File: src/rtl/outpass4_ser_frame_config.sv
// Four-channel fabric-to-pad output BEL: per-channel combinational/registered pass,
// plus an optional framed 4-bit serializer enabled by the OUTPASS4_SER_EN macro.
module outpass4_ser_frame_config #(
    parameter int NoConfigBits = 6
) (
    input  logic                    UserCLK,
    input  logic                    RST,
    input  logic                    I0,
    input  logic                    I1,
    input  logic                    I2,
    input  logic                    I3,
    input  logic                    LOAD,
    output logic                    BUSY,
    output logic                    O0,
    output logic                    O1,
    output logic                    O2,
    output logic                    O3,
    input  logic [NoConfigBits-1:0] ConfigBits
);

    logic [3:0] w_in;
    logic [3:0] r_q;
    logic [3:0] w_par;

    assign w_in = {I3, I2, I1, I0};

    always_ff @(posedge UserCLK) begin
        if (RST) begin
            r_q <= 4'b0000;
        end else begin
            r_q <= w_in;
        end
    end

    always_comb begin
        for (int n = 0; n < 4; n++) begin
            w_par[n] = ConfigBits[n] ? r_q[n] : w_in[n];
        end
    end

`ifdef OUTPASS4_SER_EN
    typedef enum logic {
        S_IDLE  = 1'b0,
        S_SHIFT = 1'b1
    } state_t;

    state_t     r_state, w_state_nxt;
    logic [1:0] r_cnt,   w_cnt_nxt;
    logic [3:0] r_sr,    w_sr_nxt;
    // serial output registers: {first-bit marker, frame valid, data}
    logic [2:0] r_so,    w_so_nxt;
    logic       w_ser;
    logic       w_busy;
    logic       w_accept;
    logic [3:0] w_word;

    assign w_ser    = ConfigBits[4];
    assign w_busy   = w_ser & (r_state == S_SHIFT) & (r_cnt != 2'd3);
    assign w_accept = w_ser & LOAD & ~w_busy;
    assign w_word   = ConfigBits[5] ? {I0, I1, I2, I3} : w_in;

    always_comb begin
        w_state_nxt = r_state;
        w_cnt_nxt   = r_cnt;
        w_sr_nxt    = r_sr;
        w_so_nxt    = 3'b000;
        if (!w_ser) begin
            w_state_nxt = S_IDLE;
            w_cnt_nxt   = 2'd0;
        end else if (w_accept) begin
            w_state_nxt = S_SHIFT;
            w_cnt_nxt   = 2'd0;
            w_sr_nxt    = w_word;
            w_so_nxt    = {1'b1, 1'b1, w_word[0]};
        end else if (r_state == S_SHIFT) begin
            if (r_cnt == 2'd3) begin
                w_state_nxt = S_IDLE;
                w_cnt_nxt   = 2'd0;
            end else begin
                w_cnt_nxt = r_cnt + 2'd1;
                w_sr_nxt  = r_sr >> 1;
                w_so_nxt  = {1'b0, 1'b1, r_sr[1]};
            end
        end
    end

    always_ff @(posedge UserCLK) begin
        if (RST) begin
            r_state <= S_IDLE;
            r_cnt   <= 2'd0;
            r_sr    <= 4'b0000;
            r_so    <= 3'b000;
        end else begin
            r_state <= w_state_nxt;
            r_cnt   <= w_cnt_nxt;
            r_sr    <= w_sr_nxt;
            r_so    <= w_so_nxt;
        end
    end

    always_comb begin
        if (w_ser) begin
            {O3, O2, O1, O0} = {1'b0, r_so};
        end else begin
            {O3, O2, O1, O0} = w_par;
        end
        BUSY = w_busy;
    end
`else
    // serial controls are part of the fixed port/bitstream layout but have no effect here
    logic w_unused_ser;
    assign w_unused_ser = ^{LOAD, ConfigBits[NoConfigBits-1:4]};

    always_comb begin
        {O3, O2, O1, O0} = w_par;
        BUSY = 1'b0;
    end
`endif

endmodule

File: config.mk
export PLATFORM = sky130hd
export DESIGN_NAME = outpass4_ser_frame_config
export DESIGN_NICKNAME = d
export VERILOG_FILES = /design/src/rtl/outpass4_ser_frame_config.sv
export SDC_FILE = /design/constraint.sdc
export NUM_CORES = 1
export LEC_CHECK = 0
export ABC_AREA = 1
export CORE_AREA = 5 5 42 44
export CTS_CLUSTER_DIAMETER = 50
export DETAILED_ROUTE_END_ITERATION = 12
export DIE_AREA = 0 0 47 49
export PLACE_DENSITY = 0.4
export SYNTH_ARGS = -nofsm -noshare
export SYNTH_HDL_FRONTEND = slang
export SYNTH_SLANG_ARGS = --single-unit
File: constraint.sdc
create_clock -name UserCLK -period 0.8 [get_ports UserCLK]
set_input_delay 0.16 -clock UserCLK [delete_from_list [all_inputs] [get_ports UserCLK]]
set_output_delay 0.16 -clock UserCLK [all_outputs]
set_load 0.005 [all_outputs]
==> impl_metrics.tcl, run 1 <==
set metrics [dict create \
    largest_reg_flops 4 \
    drt-total-wl_microns 450 \
    rsz0062_at_grt "true" \
    cts_max_path_buffers 2 \
    fin_crit_ps 899 \
    die_height_microns 49 \
    ctsHoldBuffers 0 \
    num_antenna_cells 0 \
    crit_slowest_cell "dfxtp_2" \
    synth_top_family_by_area "simple AND/OR/NAND/NOR gates" \
    io_pins 18 \
    routedWlPerCell_microns 7.03 \
    regArea_sq_um 83.8 \
    worstHoldPathType "in2reg" \
    grt_use_total_pct 4.65 \
    htreeDepth 1 \
    synthTopCellsByArea "dfxtp_1 44%, nand2_1 25%, inv_1 17%" \
    vias 208 \
    via_per_inst 3.25 \
    dp_hpwl_microns 346 \
    synth-simple-area-share_pct 33.1 \
    dieArea_sq_mm 0.00230 \
    layout_commonest_cell "nand2_1" \
    coreArea_sq_mm 0.00140 \
    intPower_uw 435 \
    ir_worst_vdd_mv 0.690 \
    status "complete, but fails checks" \
    regMostFlops "r_q" \
    synth_area_sq_um 181 \
    critPathLaunchType "flip-flop" \
    grt_pass1_vias 180 \
    antenna_found_initial 0 \
    largestRegisters "r_q: 4 flops" \
    row_count 14 \
    cts_root_buffer "clkbuf_4" \
    firstDrtPassIters 2 \
    cellPowerDensity_mw_per_mm2 1620 \
    start_util_pct 12.9 \
    cp_max_fo 1 \
    syn_inst 30 \
    synth_compound_area_share_pct 0 \
    dp_worst_setup_slack_ps -618 \
    crit_path_cell_trace "nand2_2 > nand2_1 > buf_2" \
    ys_seq_area_share_pct 44.1 \
    max_stage_delay_ps 310 \
    syn_nets 43 \
    setup_ws_ps -98.6 \
    crit_family "flip-flops" \
    hold_viol 0 \
    drt_iter0_drc 4 \
    setup-violations-final 4 \
    place_congestion 0.594 \
    fmax_ghz 1.11 \
    clk_pin_slew_ps 40 \
    endpoint_kind "primary output" \
    ys_ff_latch 4 \
    worstPathRequired_ps 640 \
    numPortBuffers 13 \
    grt_max_degree 5 \
    numCtsBuffers 3 \
    cts_sinks 4 \
    synth_top_area_share_pct 44.1 \
    cp.arrival_ps 740 \
    drtAntennaViolNets 0 \
    critPathBufInv 1 \
    seq_power_share_pct 38.6 \
    synth_area_leader_cell "dfxtp_1" \
    fp.dieW_microns 47 \
    p_clk_share_pct 45.1 \
    finalMaxSlewViolations 0 \
    fillers 176 \
    hp-start "I3" \
    max_cap_viol_count 0 \
    yosys_warnings 0 \
    yosys.area_share.adder_pct 0 \
    area_delta_synth_final_pct 90.3 \
    synthMuxAreaShare_pct 0 \
    crit_type "reg2out" \
    overflow 0 \
    drc 0 \
    tns_ps -377 \
    grt_pass1_wl_microns 696 \
    violations "negative setup slack" \
    yosysUniqueCellTypes 6 \
    final_cell_mix "11 x nand2_1, 8 x inv_1, 8 x dlygate4sd2_1" \
    multiInputGateArea_sq_um 66.3 \
    postLayoutCoreUtil_pct 24.6 \
    switching_share_pct 22.1 \
    syn_avg_cell_area_sq_um 6.05 \
    num-nets-final 63 \
    fin_crit_sh_pct 112 \
    cts_tree "done" \
    p_comb_share_pct 16.2 \
    drive_gt1_share_pct 29.2 \
    p_total_uw 559 \
    synthXorXnorAreaFrac_pct 0 \
    crit_start "r_q[2]$_SDFF_PP0_" \
    p_switching_uw 123 \
    postCtsSetupBuffers 0 \
    p_leak_nw 0.215 \
]
## power groups by stage
stage | sequential, mW | clock [mW] | combinational, mW
global placement | 0.217 | 0 | 0.121
detailed placement | 0.217 | 0 | 0.120
CTS | 0.214 | 0.266 | 0.0915
finish | 0.216 | 0.252 | 0.0906
floorplan | 0.216 | 0 | 0.0314
global route | 0.218 | 0.287 | 0.103
## repair_timing
action,in CTS,in global routing
pin swaps,4,2
gates resized for setup,24,4
endpoints found under the setup margin,4,4
## worst paths after layout
kind | depth (start not counted) | to | slack (ps)
setup / recovery | 3 | O2 | -100
hold / removal | 3 | r_q[3]$_SDFF_PP0_ | 270
## metrics by stage
| step | cell area (sq um) | hold WS [ps] | instances |
|---|---|---|---|
| 6_report | 345 | 274 | 64 |
| 5_1_grt | 345 | 273 | 64 |
| 4_1_cts | 339 | 271 | 64 |
| 3_5_place_dp | 347 | 725 | 61 |
| 3_3_place_gp | 347 | 722 | 61 |
| 2_1_floorplan | 181 | 231 | 30 |
## cell usage after synthesis
cell type / count
nor2_1: 4
buf_4: 1
conb_1: 1
nand2_1: 12
dfxtp_1: 4
inv_1: 8
## metal layers
layer | vias up | share of wire (%) | track usage [%]
li1 | 117 | - | -
met1 | 80 | 36 | 5.05
met2 | 11 | 39 | 4.75
met3 | 0 | 24 | 5.90
met4 | 0 | 0 | 2.76
met5 | - | 0 | 0
## cell families (layout without fill, tap and decap cells)
logic type             count (synthesis)  in the layout
buffers and inverters                  9             27
flip-flops                             4              4
other                                  1              1
AND/OR/NAND/NOR                       16             16
## layout make-up
cell class | count | share of cell area (%)
sequential | 4 | 24.3
multi-input combinational | 17 | 19.2
inverter | 8 | 8.70
tap | 16 | 5.80
timing repair buffer | 16 | 35.5
clock buffer | 3 | 6.52
Power figures use the tool's default switching activity.
==> inputs of run 2 (changes only) <==
- SETUP_SLACK_MARGIN: unset -> 0.2
==> impl_metrics.tcl, run 2 (same netlist as run 1, synthesis figures left out) <==
set metrics [dict create \
    grt_pass1_wl_microns 710 \
    status "complete, but fails checks" \
    tns_ps -377 \
    hp-start "I3" \
    cellPowerDensity_mw_per_mm2 1620 \
    dieArea_sq_mm 0.00230 \
    setup_ws_ps -98.6 \
    routedWlPerCell_microns 7.05 \
    start_util_pct 12.9 \
    crit_start "r_q[2]$_SDFF_PP0_" \
    timing.hold.ws_ps 274 \
    max_cap_viol_count 0 \
    grt_max_degree 5 \
    endpoint_kind "primary output" \
    cp_max_fo 1 \
    num-nets-final 63 \
    drt-total-wl_microns 451 \
    worstPathRequired_ps 640 \
    setup-violations-final 4 \
    row_count 14 \
    via_per_inst 3.25 \
    htreeDepth 1 \
    place_congestion 0.594 \
    worstHoldPathType "in2reg" \
    fmax_ghz 1.11 \
    clk_pin_slew_ps 40 \
    die_height_microns 49 \
    drive_gt1_share_pct 29.2 \
    drtAntennaViolNets 0 \
    fp.dieW_microns 47 \
    cts_max_path_buffers 2 \
    critPathLaunchType "flip-flop" \
    io_pins 18 \
    final_cell_mix "11 x nand2_1, 9 x dlygate4sd2_1, 8 x inv_1" \
    ir_worst_vdd_mv 0.690 \
    crit_type "reg2out" \
    fin_crit_sh_pct 112 \
    firstDrtPassIters 2 \
    drt_iter0_drc 4 \
    cts_sinks 4 \
    postCtsSetupBuffers 0 \
    regMostFlops "r_q" \
    p_leak_nw 0.216 \
    num_antenna_cells 0 \
    area_delta_synth_final_pct 89.7 \
    grt_use_total_pct 4.72 \
    post-route-cell-area_sq_um 344 \
    fin_crit_ps 899 \
    vias 208 \
    ctsHoldBuffers 0 \
    antenna_found_initial 0 \
    hold_viol 0 \
    cp.arrival_ps 740 \
    coreArea_sq_mm 0.00140 \
    dp_hpwl_microns 346 \
    numPortBuffers 13 \
    rsz0062_at_grt "true" \
    numCtsBuffers 3 \
    layout_commonest_cell "nand2_1" \
    grt_pass1_vias 181 \
    violations "negative setup slack" \
    drc 0 \
    place_area_sq_um 347 \
    finalMaxSlewViolations 0 \
    overflow 0 \
    cts_tree "done" \
    largest_reg_flops 4 \
    cts_root_buffer "clkbuf_4" \
    fillers 177 \
    largestRegisters "r_q: 4 flops" \
]
[run 2: cell count changes in the layout (fill, tap and decap cells not counted), sizes merged]
cell	delta
clkdlybuf4s50	-1
dlygate4sd2	+1
[run 2: final timing paths]
| path | endpoint | slack [ps] | depth (start not counted) |
|---|---|---|---|
| worst max-delay path | O2 | -100 | 3 |
| worst min-delay path | r_q[3]$_SDFF_PP0_ | 270 | 3 |
[run 2: layout make-up]
type	count	area [sq um]	area share, %
tap	16	20.0	5.82
inverter	8	30.0	8.73
clock buffer	3	22.5	6.55
sequential	4	83.8	24.4
multi-input combinational	17	66.3	19.3
timing repair buffer	16	121	35.3
[run 2: layer usage]
metal | share of wire (%) | vias up | GRT usage (%) | routed length, microns
li1 | - | 117 | - | -
met5 | 0 | - | 0 | 0
met4 | 0 | 0 | 2.76 | 0
met3 | 24 | 0 | 5.90 | 109
met2 | 39 | 11 | 4.75 | 176
met1 | 37 | 80 | 5.27 | 165
[run 2: power by group]
group,internal [mW],switching [mW]
combinational,0.0525,0.0362
sequential,0.213,0.00299
clock,0.168,0.0843
[run 2: timing repair]
action	CTS	global route
pin swaps	4	2
gates cloned	0	0
gates resized for setup	25	4
setup endpoints to repair	8	4
[run 2: worst max-delay path: stages (launching register included)]
cell     delay [ps]
dfxtp_2         310
nand2_2          40
nand2_1          40
buf_2           120
[run 2: metrics by stage]
| step | std cells | utilization (%) | total power, mW | setup slack (ps) |
|---|---|---|---|---|
| after global routing | 64 | 24.6 | 0.606 | -168 |
| after global placement | 61 | 24.7 | 0.338 | -612 |
| final | 64 | 24.6 | 0.557 | -98.6 |
| after floorplan | 30 | - | 0.248 | 254 |
| after CTS | 64 | 24.1 | 0.570 | -105 |
| after detailed placement | 61 | 24.7 | 0.337 | -618 |
==> inputs of run 3 (changes only) <==
- CORE_AREA: 5 5 42 44 -> 3 3 40 42
- DIE_AREA: 0 0 47 49 -> 0 0 43 45
==> impl_metrics.tcl, run 3 (same netlist as run 1, synthesis figures left out) <==
set metrics [dict create \
    fp.dieW_microns 43 \
    dieArea_sq_mm 0.00194 \
    regMostFlops "r_q" \
    post-route-cell-area_sq_um 332 \
    drtAntennaViolNets 0 \
    num-nets-final 62 \
    cp.arrival_ps 750 \
    numCtsBuffers 3 \
    final_cell_mix "12 x nand2_1, 9 x dlygate4sd2_1, 8 x inv_1" \
    drt-total-wl_microns 442 \
    cts_root_buffer "clkbuf_4" \
    fin_crit_sh_pct 113 \
    finalMaxSlewViolations 0 \
    clk_pin_slew_ps 30 \
    start_util_pct 14.1 \
    cts_tree "done" \
    place_area_sq_um 338 \
    grt_pass1_vias 165 \
    hold_viol 0 \
    setup_ws_ps -106 \
    endpoint_kind "primary output" \
    violations "negative setup slack" \
    drive_gt1_share_pct 23.4 \
    htreeDepth 1 \
    coreArea_sq_mm 0.00128 \
    fin_crit_ps 906 \
    rsz0062_at_grt "true" \
    layout_commonest_cell "nand2_1" \
    cp_max_fo 1 \
    fmax_ghz 1.10 \
    cts_sinks 4 \
    worstPathRequired_ps 640 \
    firstDrtPassIters 2 \
    io_pins 18 \
    worstHoldPathType "in2reg" \
    p_leak_nw 0.210 \
    row_count 13 \
    setup-violations-final 4 \
    num_antenna_cells 0 \
    place_inst 59 \
    grt_max_degree 5 \
    overflow 0 \
    cellPowerDensity_mw_per_mm2 1640 \
    crit_type "reg2out" \
    grt_use_total_pct 5.16 \
    die_height_microns 45 \
    via_per_inst 3.26 \
    critPathLaunchType "flip-flop" \
    cts_max_path_buffers 2 \
    grt_pass1_wl_microns 662 \
    fillers 154 \
    largestRegisters "r_q: 4 flops" \
    numPortBuffers 13 \
    routedWlPerCell_microns 7.13 \
    area_delta_synth_final_pct 82.8 \
    vias 202 \
    drt_iter0_drc 2 \
    status "complete, but fails checks" \
    dp_hpwl_microns 353 \
    largest_reg_flops 4 \
    place_congestion 0.581 \
    ir_worst_vdd_mv 0.571 \
    drc 0 \
    tns_ps -363 \
    fin_cells 62 \
    postCtsSetupBuffers 0 \
    antenna_found_initial 0 \
    max_cap_viol_count 0 \
]
-- run 3: cell types whose count changed in the layout (fill, tap and decap cells not counted), sizes merged --
cell	delta
buf	-1
-- run 3: layout make-up --
type,instances,area (sq um),area share (%)
repair buffers,15,114,34.3
flip-flops and latches,4,82.6,24.9
multi-input cells,17,63.8,19.2
inverters,8,30.0,9.06
clock buffers,3,22.5,6.79
well taps,15,18.8,5.66
-- run 3: report_power, final --
part | internal, mW | switching [mW]
Combinational | 0.0494 | 0.0362
Clock | 0.167 | 0.0760
Sequential | 0.212 | 0.00293
Total | 0.429 | 0.115
-- run 3: worst max-delay path, cell delays in order (launching register included) --
cell,delay (ps)
dfxtp_2,300
nand2_1,50
nand2_1,40
buf_2,120
-- run 3: what timing repair did --
action,4_1_cts,5_1_grt
cloned,0,0
resized for setup,27,0
endpoints found under the setup margin,8,4
pin swaps,4,0
hold buffers,0,0
-- run 3: path summary, 6_finish.rpt --
path | start | end | slack [ps] | depth (start not counted)
setup / recovery | r_q[3]$_SDFF_PP0_ | O3 | -110 | 3
hold / removal | I0 | r_q[0]$_SDFF_PP0_ | 280 | 3
-- run 3: stage by stage --
step                      utilization [%]  power [mW]  setup WS (ps)  hold WS (ps)
after global placement               26.3       0.335           -611           723
after detailed placement             26.3       0.335           -617           719
final                                25.8       0.544           -106           280
after global routing                 25.8       0.586           -162           292
after floorplan                         -       0.248            254           231
after CTS                            25.8       0.564           -127           275
-- run 3: routing by layer --
metal / global-route usage, % / share of wire [%]
met4: 3.61 / 0
met2: 6.59 / 46
met5: 0 / 0
met3: 5.18 / 17
met1: 5.06 / 38
